===== src/rtl/pipe_pkg.sv =====
// Shared pipeline definitions: EX/MEM payload layout, its NOP bubble and the
// skid stage state encoding.
package pipe_pkg;

  localparam int RESULT_W  = 32;
  localparam int OP2_W     = 32;
  localparam int MEM_WE_W  = 1;
  localparam int LD_TYPE_W = 3;
  localparam int ST_TYPE_W = 2;
  localparam int WB_LOAD_W = 1;
  localparam int WB_REG_W  = 1;
  localparam int RD_W      = 5;

  localparam int EXMEM_W = RESULT_W + OP2_W + MEM_WE_W + LD_TYPE_W +
                           ST_TYPE_W + WB_LOAD_W + WB_REG_W + RD_W;

  typedef struct packed {
    logic [RESULT_W-1:0]  result;
    logic [OP2_W-1:0]     op2;
    logic [MEM_WE_W-1:0]  mem_we;
    logic [LD_TYPE_W-1:0] ld_type;
    logic [ST_TYPE_W-1:0] st_type;
    logic [WB_LOAD_W-1:0] wb_load;
    logic [WB_REG_W-1:0]  wb_reg;
    logic [RD_W-1:0]      rd;
  } exmem_t;

  // All-ones load/store types decode as "no memory access" downstream.
  localparam exmem_t EXMEM_NOP = '{
    result:  '0,
    op2:     '0,
    mem_we:  '0,
    ld_type: 3'b111,
    st_type: 2'b11,
    wb_load: '0,
    wb_reg:  '0,
    rd:      '0
  };

  // Encoding doubles as the occupancy count.
  typedef enum logic [1:0] {
    ST_EMPTY = 2'd0,
    ST_ONE   = 2'd1,
    ST_FULL  = 2'd2
  } skid_state_e;

endpackage


===== src/rtl/pipe_stage_skid.sv =====
// Two-entry skid pipeline stage: a main register feeding out_data plus one skid
// register, so in_ready can be fully registered while still streaming at 1/cycle.
//
// state    | meaning
// ST_EMPTY | no entry held, out_data = BUBBLE
// ST_ONE   | main holds the head entry
// ST_FULL  | main holds the head, skid holds the next entry
module pipe_stage_skid
  import pipe_pkg::*;
#(
  parameter int                DATA_W = EXMEM_W,
  parameter logic [DATA_W-1:0] BUBBLE = '0
) (
  input  logic              clk,
  input  logic              rst_n,
  input  logic              flush,
  input  logic              in_valid,
  output logic              in_ready,
  input  logic [DATA_W-1:0] in_data,
  output logic              out_valid,
  input  logic              out_ready,
  output logic [DATA_W-1:0] out_data,
  output logic [1:0]        occupancy
);

  skid_state_e       state_q, state_d;
  logic [DATA_W-1:0] main_q, main_d;
  logic [DATA_W-1:0] skid_q, skid_d;
  logic              in_ready_q, in_ready_d;
  logic              out_valid_q, out_valid_d;
  logic              accept, consume;

  assign accept  = in_valid & in_ready_q;
  assign consume = out_valid_q & out_ready;

  always_ff @(posedge clk or negedge rst_n) begin
    if (!rst_n) begin
      state_q     <= ST_EMPTY;
      main_q      <= BUBBLE;
      skid_q      <= BUBBLE;
      in_ready_q  <= 1'b0;
      out_valid_q <= 1'b0;
    end else begin
      state_q     <= state_d;
      main_q      <= main_d;
      skid_q      <= skid_d;
      in_ready_q  <= in_ready_d;
      out_valid_q <= out_valid_d;
    end
  end

  always_comb begin
    state_d = state_q;
    main_d  = main_q;
    skid_d  = skid_q;
    unique case (state_q)
      ST_EMPTY: begin
        if (accept) begin
          state_d = ST_ONE;
          main_d  = in_data;
        end
      end
      ST_ONE: begin
        if (accept && consume) begin
          main_d = in_data;
        end else if (consume) begin
          state_d = ST_EMPTY;
          main_d  = BUBBLE;
        end else if (accept) begin
          state_d = ST_FULL;
          skid_d  = in_data;
        end
      end
      ST_FULL: begin
        // in_ready is low here, so no accept can race the skid-to-main move.
        if (consume) begin
          state_d = ST_ONE;
          main_d  = skid_q;
        end
      end
      default: begin
        state_d = ST_EMPTY;
        main_d  = BUBBLE;
      end
    endcase
    if (flush) begin
      state_d = ST_EMPTY;
      main_d  = BUBBLE;
    end
    in_ready_d  = (state_d != ST_FULL);
    out_valid_d = (state_d != ST_EMPTY);
  end

  always_comb begin
    in_ready  = in_ready_q;
    out_valid = out_valid_q;
    out_data  = main_q;
    occupancy = state_q;
  end

endmodule


===== config.mk =====
export PLATFORM = sky130hd
export DESIGN_NAME = pipe_stage_skid
export DESIGN_NICKNAME = d
export VERILOG_FILES = /design/src/rtl/pipe_pkg.sv /design/src/rtl/pipe_stage_skid.sv
export SDC_FILE = /design/constraint.sdc
export NUM_CORES = 1
export LEC_CHECK = 0
export BUFFER_PORTS_ARGS = -buffer_cell sky130_fd_sc_hd__buf_2
export CAP_MARGIN = 40
export CORE_MARGIN = 2
export CORE_UTILIZATION = 50
export DETAILED_ROUTE_END_ITERATION = 10
export GPL_TIMING_DRIVEN = 0
export PLACE_DENSITY = 0.74
export SKIP_CTS_REPAIR_TIMING = 1
export SKIP_LAST_GASP = 1
export SLEW_MARGIN = 10
export SYNTH_ARGS = -nofsm -noshare
export SYNTH_HDL_FRONTEND = slang
export SYNTH_SLANG_ARGS = --single-unit

===== constraint.sdc =====
create_clock -name clk -period 3.39 [get_ports clk]
set_clock_uncertainty 0.1 [all_clocks]
set_input_delay 0.678 -clock clk [delete_from_list [all_inputs] [get_ports clk]]
set_output_delay 0.678 -clock clk [all_outputs]
set_load 0.02 [all_outputs]

Word-level counts from Yosys, hierarchy flattened
Index checks and enable logic that the tools add are counted.
W data, S select, Z words.
- register bits: 158
- input port bits: 82
- output and inout bits: 81
- word-level logic and storage cells: 33
- eq/ne operators: 6
- muxes and demuxes: 13
- bitwise operators: 4
- reduce and logical (&&, ||, !) cells: 5
- operators with widths (cell ; number):
    $mux W77 ; 5
    $pmux W77 S3 ; 1
    $mux W2 ; 6
    $ne A3 B3 Y1 const B ; 2
    $pmux W2 S3 ; 1
    $ne A4 B4 Y1 const B ; 1
    $reduce_and A4 Y1 ; 1
    $reduce_and A3 Y1 ; 1
    $and A1 B1 Y1 ; 2
    $eq A2 B1 Y1 const B ; 1
    $eq A2 B2 Y1 const B ; 1
    $logic_not A2 Y1 ; 1
    $ne A2 B2 Y1 const B ; 1
    $not A1 Y1 ; 2
    $reduce_bool A2 Y1 ; 1
    $logic_and A1 B1 Y1 ; 1

Depth between registers and ports, before layout
Gate-level depths: netlist (run 1).
- word-level depth: 7
- mapped depth: 7
- depth with buffers taken out: 4

Worst setup path before layout (run 1)
Ideal clock, no wire load.
- path kind: input-to-reg
- start point: input port out_ready
- end point: register main_q[10], in the netlist out_data[10]
- setup time: 0.132 ns
- data arrival time: 1.703 ns
- required time: 3.158 ns
- slack: 1.455 ns
- stages on the path: 6
- path buffers: 2
- path through: nand2_1 -> clkbuf_1 -> clkbuf_1 -> o32ai_1 -> a22oi_1 -> nor2_1
- word-level cells in the longest chain between the ends: 5
- elaborated cells between the ends (all ways): 8
- classes of those cells: eq/ne (2); mux (3); bitwise (1); reduce/logical (2)
- RTL lines (element ; RTL line ; RTL):
    start: declaration ; pipe_stage_skid.sv:21 ; input logic out_ready,
    $and A1 B1 Y1 * ; pipe_stage_skid.sv:34 ; assign consume = out_valid_q & out_ready;
    $logic_and A1 B1 Y1 ; pipe_stage_skid.sv:64 ; if (accept && consume) begin
    $mux W77 ; pipe_stage_skid.sv:64 ;
    $pmux W77 S3 ; pipe_stage_skid.sv:56 ; unique case (state_q)
    $mux W77 ; pipe_stage_skid.sv:86 ; if (flush) begin
    end signal: assignment ; pipe_stage_skid.sv:45 ; main_q <= main_d;
    end: declaration ; pipe_stage_skid.sv:27 ; logic [DATA_W-1:0] main_q, main_d;
Every way passes the cells marked *; elsewhere a longest branch is shown, timed or not.
A chain may end at the register's enable or synchronous reset.

Worst setup path after layout (run 1)
- start point: register out_valid_q, in the netlist out_valid
- end point: register main_q[12], in the netlist out_data[12]
- word-level cells in the longest chain between the ends: 5
- elaborated cells between the ends (all ways): 8
- classes of those cells: eq/ne (2); mux (3); bitwise (1); reduce/logical (2)
- RTL lines (element ; RTL line ; RTL):
    start: declaration ; pipe_stage_skid.sv:30 ; logic out_valid_q, out_valid_d;
    start signal: assignment ; pipe_stage_skid.sv:48 ; out_valid_q <= out_valid_d;
    $and A1 B1 Y1 * ; pipe_stage_skid.sv:34 ;
    $logic_and A1 B1 Y1 ; pipe_stage_skid.sv:64 ;
    $mux W77 ; pipe_stage_skid.sv:64 ;
    $pmux W77 S3 ; pipe_stage_skid.sv:56 ;
    $mux W77 ; pipe_stage_skid.sv:86 ;
Marks and branches as above.

==> flow_metrics.env, run 1 <==
export IMPL_grt_first_pass_wirelength_mm=32.7
export IMPL_clk_path_buf_depth=2
export IMPL_p_comb_frac=0.261
export IMPL_nFillCells=1322
export IMPL_multi_input_area_sq_um=3640
export IMPL_drc_errors=0
export IMPL_synth_seq_cells=158
export IMPL_max_cap_violations=0
export IMPL_ios=163
export IMPL_gr_total_overflow=0
export IMPL_stdcell_area_sq_um=9750
export IMPL_layout_area_seq_sq_um=3950
export IMPL_drtPass1Iterations=5
export IMPL_switching_share=0.305
export IMPL_place_congestion=0.795
export IMPL_worstMarginPinSlew_ps=621
export IMPL_clk_pin_slew_worst_paths_ps=60
export IMPL_coreArea_sq_um=15800
export IMPL_clock_latency_ps=420
export IMPL_ys_seq_area_frac=0.495
export IMPL_syn_inst=718
export IMPL_htreeDepth=4
export IMPL_cp_data_required_time_ps=3590
export IMPL_fmax_mhz=456
export IMPL_drv_slew=0
export IMPL_dr_total_vias=6537
export IMPL_p_int_w=0.00457
export IMPL_initial_utilization=0.506
export IMPL_synth_area_leaders="dfrtp_1 50%, mux2i_1 9.7%, o32ai_1 8.4%, a22oi_1 7.2%, mux2_2 6.6%"
export IMPL_grt_usage=0.249
export IMPL_drive_above_1_share=0.313
export IMPL_grt_max_degree=105
export IMPL_rsz0062_at_grt="false"
export IMPL_wl_per_cell_microns=18.4
export IMPL_ys_warnings_count=0
export IMPL_drt_iter0_markers=421
export IMPL_area_growth_pct=22.1
export IMPL_synth_area_per_cell_sq_um=11.1
export IMPL_hold_violations=0
export IMPL_worstHoldPathType="in -> async"
export IMPL_synth_distinct_cells=28
export IMPL_cp_max_fo=10
export IMPL_path_class="reg -> reg"
export IMPL_syn_num_nets=800
export IMPL_leakage_nw=4.41
export IMPL_postPlaceCellArea_sq_um=9090
export IMPL_period_share=0.647
export IMPL_clock_sinks=158
export IMPL_clkPwrFrac=0.321
export IMPL_die_w_microns=130
export IMPL_layout_nets=980
export IMPL_grt_antenna_before_repair=3
export IMPL_p_per_area_nw_per_um2=674
export IMPL_p_sw_w=0.00200
export IMPL_final_util=0.618
export IMPL_avgViaCountPerCell=5.79
export IMPL_syn_area_sq_um=7980
export IMPL_dieArea_sq_um=17000
export IMPL_slew_headroom=0.586
export IMPL_seqPwrFrac=0.417
export IMPL_grt_pass1_vias=6261
export IMPL_cts_tree="built"
export IMPL_totalWireLength_mm=20.8
export IMPL_arrival_ps=2390
export IMPL_netlist_area_leader_share=0.495
export IMPL_worstSetupEndpointType="register"
export IMPL_outcome="finished clean"
export IMPL_rows=46
export IMPL_io_buffer_count=160
export IMPL_yosysTopAreaCell="dfrtp_1"
export IMPL_root_buffer="clkbuf_16"
export IMPL_setup_violations=0
export IMPL_hpwl_mm=14.1
export IMPL_critPathLaunchType="register"
export IMPL_power_w=0.00657
export IMPL_cts_buffers=17
export IMPL_period_needed_ps=2190
export IMPL_fp_dieH_microns=130
export IMPL_irDropWorstVdd_mv=0.407
export IMPL_ant_nets=0
[kinds of logic after synthesis]
| group | after synthesis | share of synthesized area |
|---|---|---|
| and+or+nand+nor | 165 | 0.0816 |
| buffers and inverters | 78 | 0.0483 |
| xor gates and xnor gates | 2 | 0.00314 |
| muxes | 154 | 0.205 |
| AOI/OAI and AO/OA | 161 | 0.167 |
| DFF | 158 | 0.495 |
[cell type report]
cell class | count | area share
clock inverters | 10 | 0.0162
diodes | 2 | 0.000513
plain buffers | 77 | 0.0391
flip-flops and latches | 158 | 0.406
multi-input cells | 482 | 0.374
clock buffers | 22 | 0.0507
inverters | 1 | 0.000385
well taps | 216 | 0.0277
repair buffers | 161 | 0.0860
[final timing paths]
check | from | to | slack (ps) | cells after the start
worst max-delay path | out_valid | out_data[12] | 1200 | 6
worst min-delay path | rst_n | out_data[59] | 70 | 1
worst max register to register | out_valid | out_data[12] | 1200 | 6
worst min register to register | skid_q[66] | skid_q[66] | 380 | 1
max in group asynchronous | rst_n | skid_q[21] | 2280 | 2
min in group clk | skid_q[66] | skid_q[66] | 380 | 1
[flip-flops by register name, summed over array words and instances, names as in the netlist]
signal,flops
in_ready,1
out_data,77
out_valid,1
occupancy,2
skid_q,77
[metal layers]
metal	routed length, microns	vias up	GRT usage
li1	-	3040	-
met1	9220	3259	0.343
met2	10000	216	0.391
met3	1360	20	0.0631
met4	206	2	0.0795
met5	8	-	0
[Yosys cell counts (all sizes together)]
master   count
inv          1
o21a         1
nand4b       1
o32ai       77
mux2i       77
a22oi       77
nor2        81
o22a         1
a21boi       1
xor2         1
nand2b       2
clkbuf      36
o2bb2ai      1
xnor2        1
dfrtp      158
a21oi        1
or2          1
buf         41
nand2       79
o22ai        1
a211o        1
and2         1
mux2        77
[cell usage in the layout (no fill, tap or decap)]
cell          n
buf_2       185
dfrtp_1     158
nor2_1       80
nand2_1      79
mux2i_1      77
o32ai_1      77
a22oi_1      77
mux2_2       47
clkbuf_1     36
mux2_1       30
clkbuf_16    17
buf_4        10
clkbuf_8      5
bufinv_16     4
buf_6         3
clkinv_2      3
clkinvlp_4    3
diode_2       2
buf_1         2
nand2b_1      2
a21boi_0      1
xor2_1        1
o22a_1        1
nand4b_4      1
and2_1        1
a211o_1       1
inv_1         1
a21oi_1       1
o21a_1        1
xnor2_2       1
or2_2         1
o22ai_2       1
o2bb2ai_4     1
nor2_2        1
buf_8         1
buf_16        1
[stage by stage]
| step | setup TNS, ps | setup WS [ps] | cells | hold WS (ps) |
|---|---|---|---|---|
| 3_3_place_gp | -137250 | -882 | 1094 | 367 |
| 2_1_floorplan | 0 | 1460 | 718 | 282 |
| 4_1_cts | 0 | 1190 | 1127 | 64.4 |
| 5_1_grt | 0 | 993 | 1128 | 87.8 |
| 6_report | 0 | 1200 | 1129 | 69.1 |
| 3_5_place_dp | 0 | 802 | 1095 | 375 |
[power groups by stage]
stage | clock network (W) | logic (W) | registers [W]
floorplan | 0 | 0.00111 | 0.00283
global placement | 0 | 0.00167 | 0.00274
detailed placement | 0 | 0.00172 | 0.00277
CTS | 0.00213 | 0.00172 | 0.00274
global route | 0.00221 | 0.00189 | 0.00280
finish | 0.00211 | 0.00172 | 0.00274
[critical path, stage by stage, from the launching register on]
cell and delay [ps]:
dfrtp_1 390, nand2_1 270, clkbuf_1 430, clkbuf_1 450, o32ai_1 200, a22oi_1 170
nor2_1 50
No activity file was read; power rests on OpenSTA's default activity.
==> run 2: changes to the inputs <==
==> constraint.sdc (replaced) <==
create_clock -name clk -period 2.2 [get_ports clk]
set_clock_uncertainty 0.1 [all_clocks]
set_input_delay 0.44 -clock clk [delete_from_list [all_inputs] [get_ports clk]]
set_output_delay 0.44 -clock clk [all_outputs]
set_load 0.02 [all_outputs]
==> run 2 against run 1 <==
Net effect: fmax rose by 6.5%; clock power rose by 54%; non-clock buffer count rose by 1; die area did not move; critical path depth did not move; highest routed layer unchanged; hold slack improved by 95 ps; sequential share of layout area fell by 0.083 points; critical endpoint is now skid_q[75]; clock-buffer cell count did not move; setup slack got worse by 1100 ps; routed wire length rose by 0.12%.
==> flow_metrics.env, run 2 (synthesis results as in run 1) <==
export IMPL_outcome="finished clean"
export IMPL_leakage_nw=4.43
export IMPL_layout_area_seq_sq_um=3950
export IMPL_gr_total_overflow=0
export IMPL_rows=46
export IMPL_avgViaCountPerCell=5.76
export IMPL_min_path_cells=2
export IMPL_slowest_stage="dfrtp_1"
export IMPL_fin_cells=1130
export IMPL_cpMostUsedCell="buf_4"
export IMPL_r2r_end="skid_q[75]"
export IMPL_worstPathCellList="buf_4, nand4b_4, nor2_4, buf_4, buf_6, mux2_1"
export IMPL_rsz0062_at_grt="true"
export IMPL_layout_nets=981
export IMPL_grt_usage=0.249
export IMPL_path_class="reg -> reg"
export IMPL_totalWireLength_mm=20.8
export IMPL_area_growth_pct=22.4
export IMPL_slew_headroom=0.589
export IMPL_grt_antenna_before_repair=3
export IMPL_grt_pass1_vias=6261
export IMPL_most_common_layout_cells="185 x buf_2, 158 x dfrtp_1, 80 x nor2_1"
export IMPL_drv_slew=0
export IMPL_rr_startpoint="occupancy[1]"
export IMPL_cts_tree="built"
export IMPL_r2r_cells=6
export IMPL_worstSetupEndpointType="register"
export IMPL_critPathLaunchType="register"
export IMPL_ant_nets=0
export IMPL_arrival_ps=2260
export IMPL_io_buffer_count=160
export IMPL_period_needed_ps=2060
export IMPL_clk_pin_slew_worst_paths_ps=60
export IMPL_whs_endpoint="skid_q[54]"
export IMPL_dr_total_vias=6511
export IMPL_setup_violations=0
export IMPL_root_buffer="clkbuf_16"
export IMPL_coreArea_sq_um=15800
export IMPL_p_per_area_nw_per_um2=1040
export IMPL_fmax_mhz=485
export IMPL_clock_sinks=158
export IMPL_htreeDepth=4
export IMPL_drive_above_1_share=0.317
export IMPL_wl_per_cell_microns=18.4
export IMPL_multi_input_area_sq_um=3650
export IMPL_min_delay_start="in_data[54]"
export IMPL_crit_buf_inv=3
export IMPL_nFillCells=1323
export IMPL_hold_violations=0
export IMPL_period_share=0.936
export IMPL_stdcell_area_sq_um=9770
export IMPL_ios=163
export IMPL_placed_cells=1095
export IMPL_slowest_delay_ps=430
export IMPL_die_w_microns=130
export IMPL_irDropWorstVdd_mv=0.626
export IMPL_worstMarginPinSlew_ps=616
export IMPL_postPlaceCellArea_sq_um=9090
export IMPL_clk_path_buf_depth=2
export IMPL_drc_errors=0
export IMPL_clock_latency_ps=430
export IMPL_fp_dieH_microns=130
export IMPL_power_w=0.0101
export IMPL_cts_buffers=17
export IMPL_grt_max_degree=105
export IMPL_initial_utilization=0.506
export IMPL_fin_hold_ws_ps=164
export IMPL_final_common_cell="buf_2"
export IMPL_dieArea_sq_um=17000
export IMPL_place_congestion=0.795
export IMPL_max_cap_violations=0
export IMPL_drt_iter0_markers=420
export IMPL_grt_first_pass_wirelength_mm=32.7
export IMPL_cpLargestDelayFamily="buffers and inverters"
export IMPL_drtPass1Iterations=5
export IMPL_cp_data_required_time_ps=2400
export IMPL_worstHoldPathType="in -> reg"
export IMPL_cp_max_fo=10
export IMPL_r2r_slack_ps=140
export IMPL_hpwl_mm=14.1
## run 2: cell types whose count changed in the layout (fill, tap and decap cells not counted)
cell and change:
clkbuf_1 -4, clkbuf_2 +4, dlygate4sd3_1 +1, nor2_2 -1, nor2_4 +1
## run 2: where the power goes
part | switching [W] | total [W] | internal (W) | leakage, nW
registers | 0.000437 | 0.00422 | 0.00379 | 2.01
clock network | 0.00120 | 0.00325 | 0.00205 | 0.314
logic | 0.00144 | 0.00265 | 0.00121 | 2.10
total | 0.00308 | 0.0101 | 0.00704 | 4.43
## run 2: how the worst max path moves through the flow
stage / cells after the start / startpoint / end / slack, ps
floorplan: 6 / occupancy[1] / skid_q[46] / 340
global placement: 1 / rst_n / skid_q[22] / -1830
detailed placement: 7 / out_ready / out_data[14] / -150
CTS: 6 / out_valid / out_data[14] / -2
global route: 6 / out_valid / out_data[16] / -0.2
finish: 6 / occupancy[1] / skid_q[75] / 140
## run 2: metrics by stage
stage,utilization,TNS (ps),setup WS [ps]
global route,0.619,-0.171,-0.171
detailed placement,0.577,-2310,-150
global placement,0.574,-289980,-1830
finish,0.619,0,140
CTS,0.618,-1.95,-1.95
floorplan,-,0,338
## run 2: area by class of cell
class,count,share of cell area
Tap cell,216,0.0277
Timing Repair Buffer,162,0.0868
Clock buffer,22,0.0506
Sequential cell,158,0.405
Antenna cell,2,0.000512
Clock inverter,10,0.0161
Buffer,77,0.0396
Multi-Input combinational cell,482,0.374
Inverter,1,0.000384
## run 2: layer usage
| metal | vias up | GRT usage | part of all wire |
|---|---|---|---|
| met5 | - | 0 | 0.00038 |
| met4 | 2 | 0.0795 | 0.012 |
| met3 | 24 | 0.0631 | 0.066 |
| met2 | 218 | 0.391 | 0.48 |
| met1 | 3225 | 0.343 | 0.44 |
| li1 | 3042 | - | - |
## run 2: worst reg2reg max path, cell delays in order (launching register included)
cell and delay (ps):
dfrtp_1 430, buf_4 220, nand4b_4 200, nor2_4 200, buf_4 250, buf_6 190
mux2_1 340
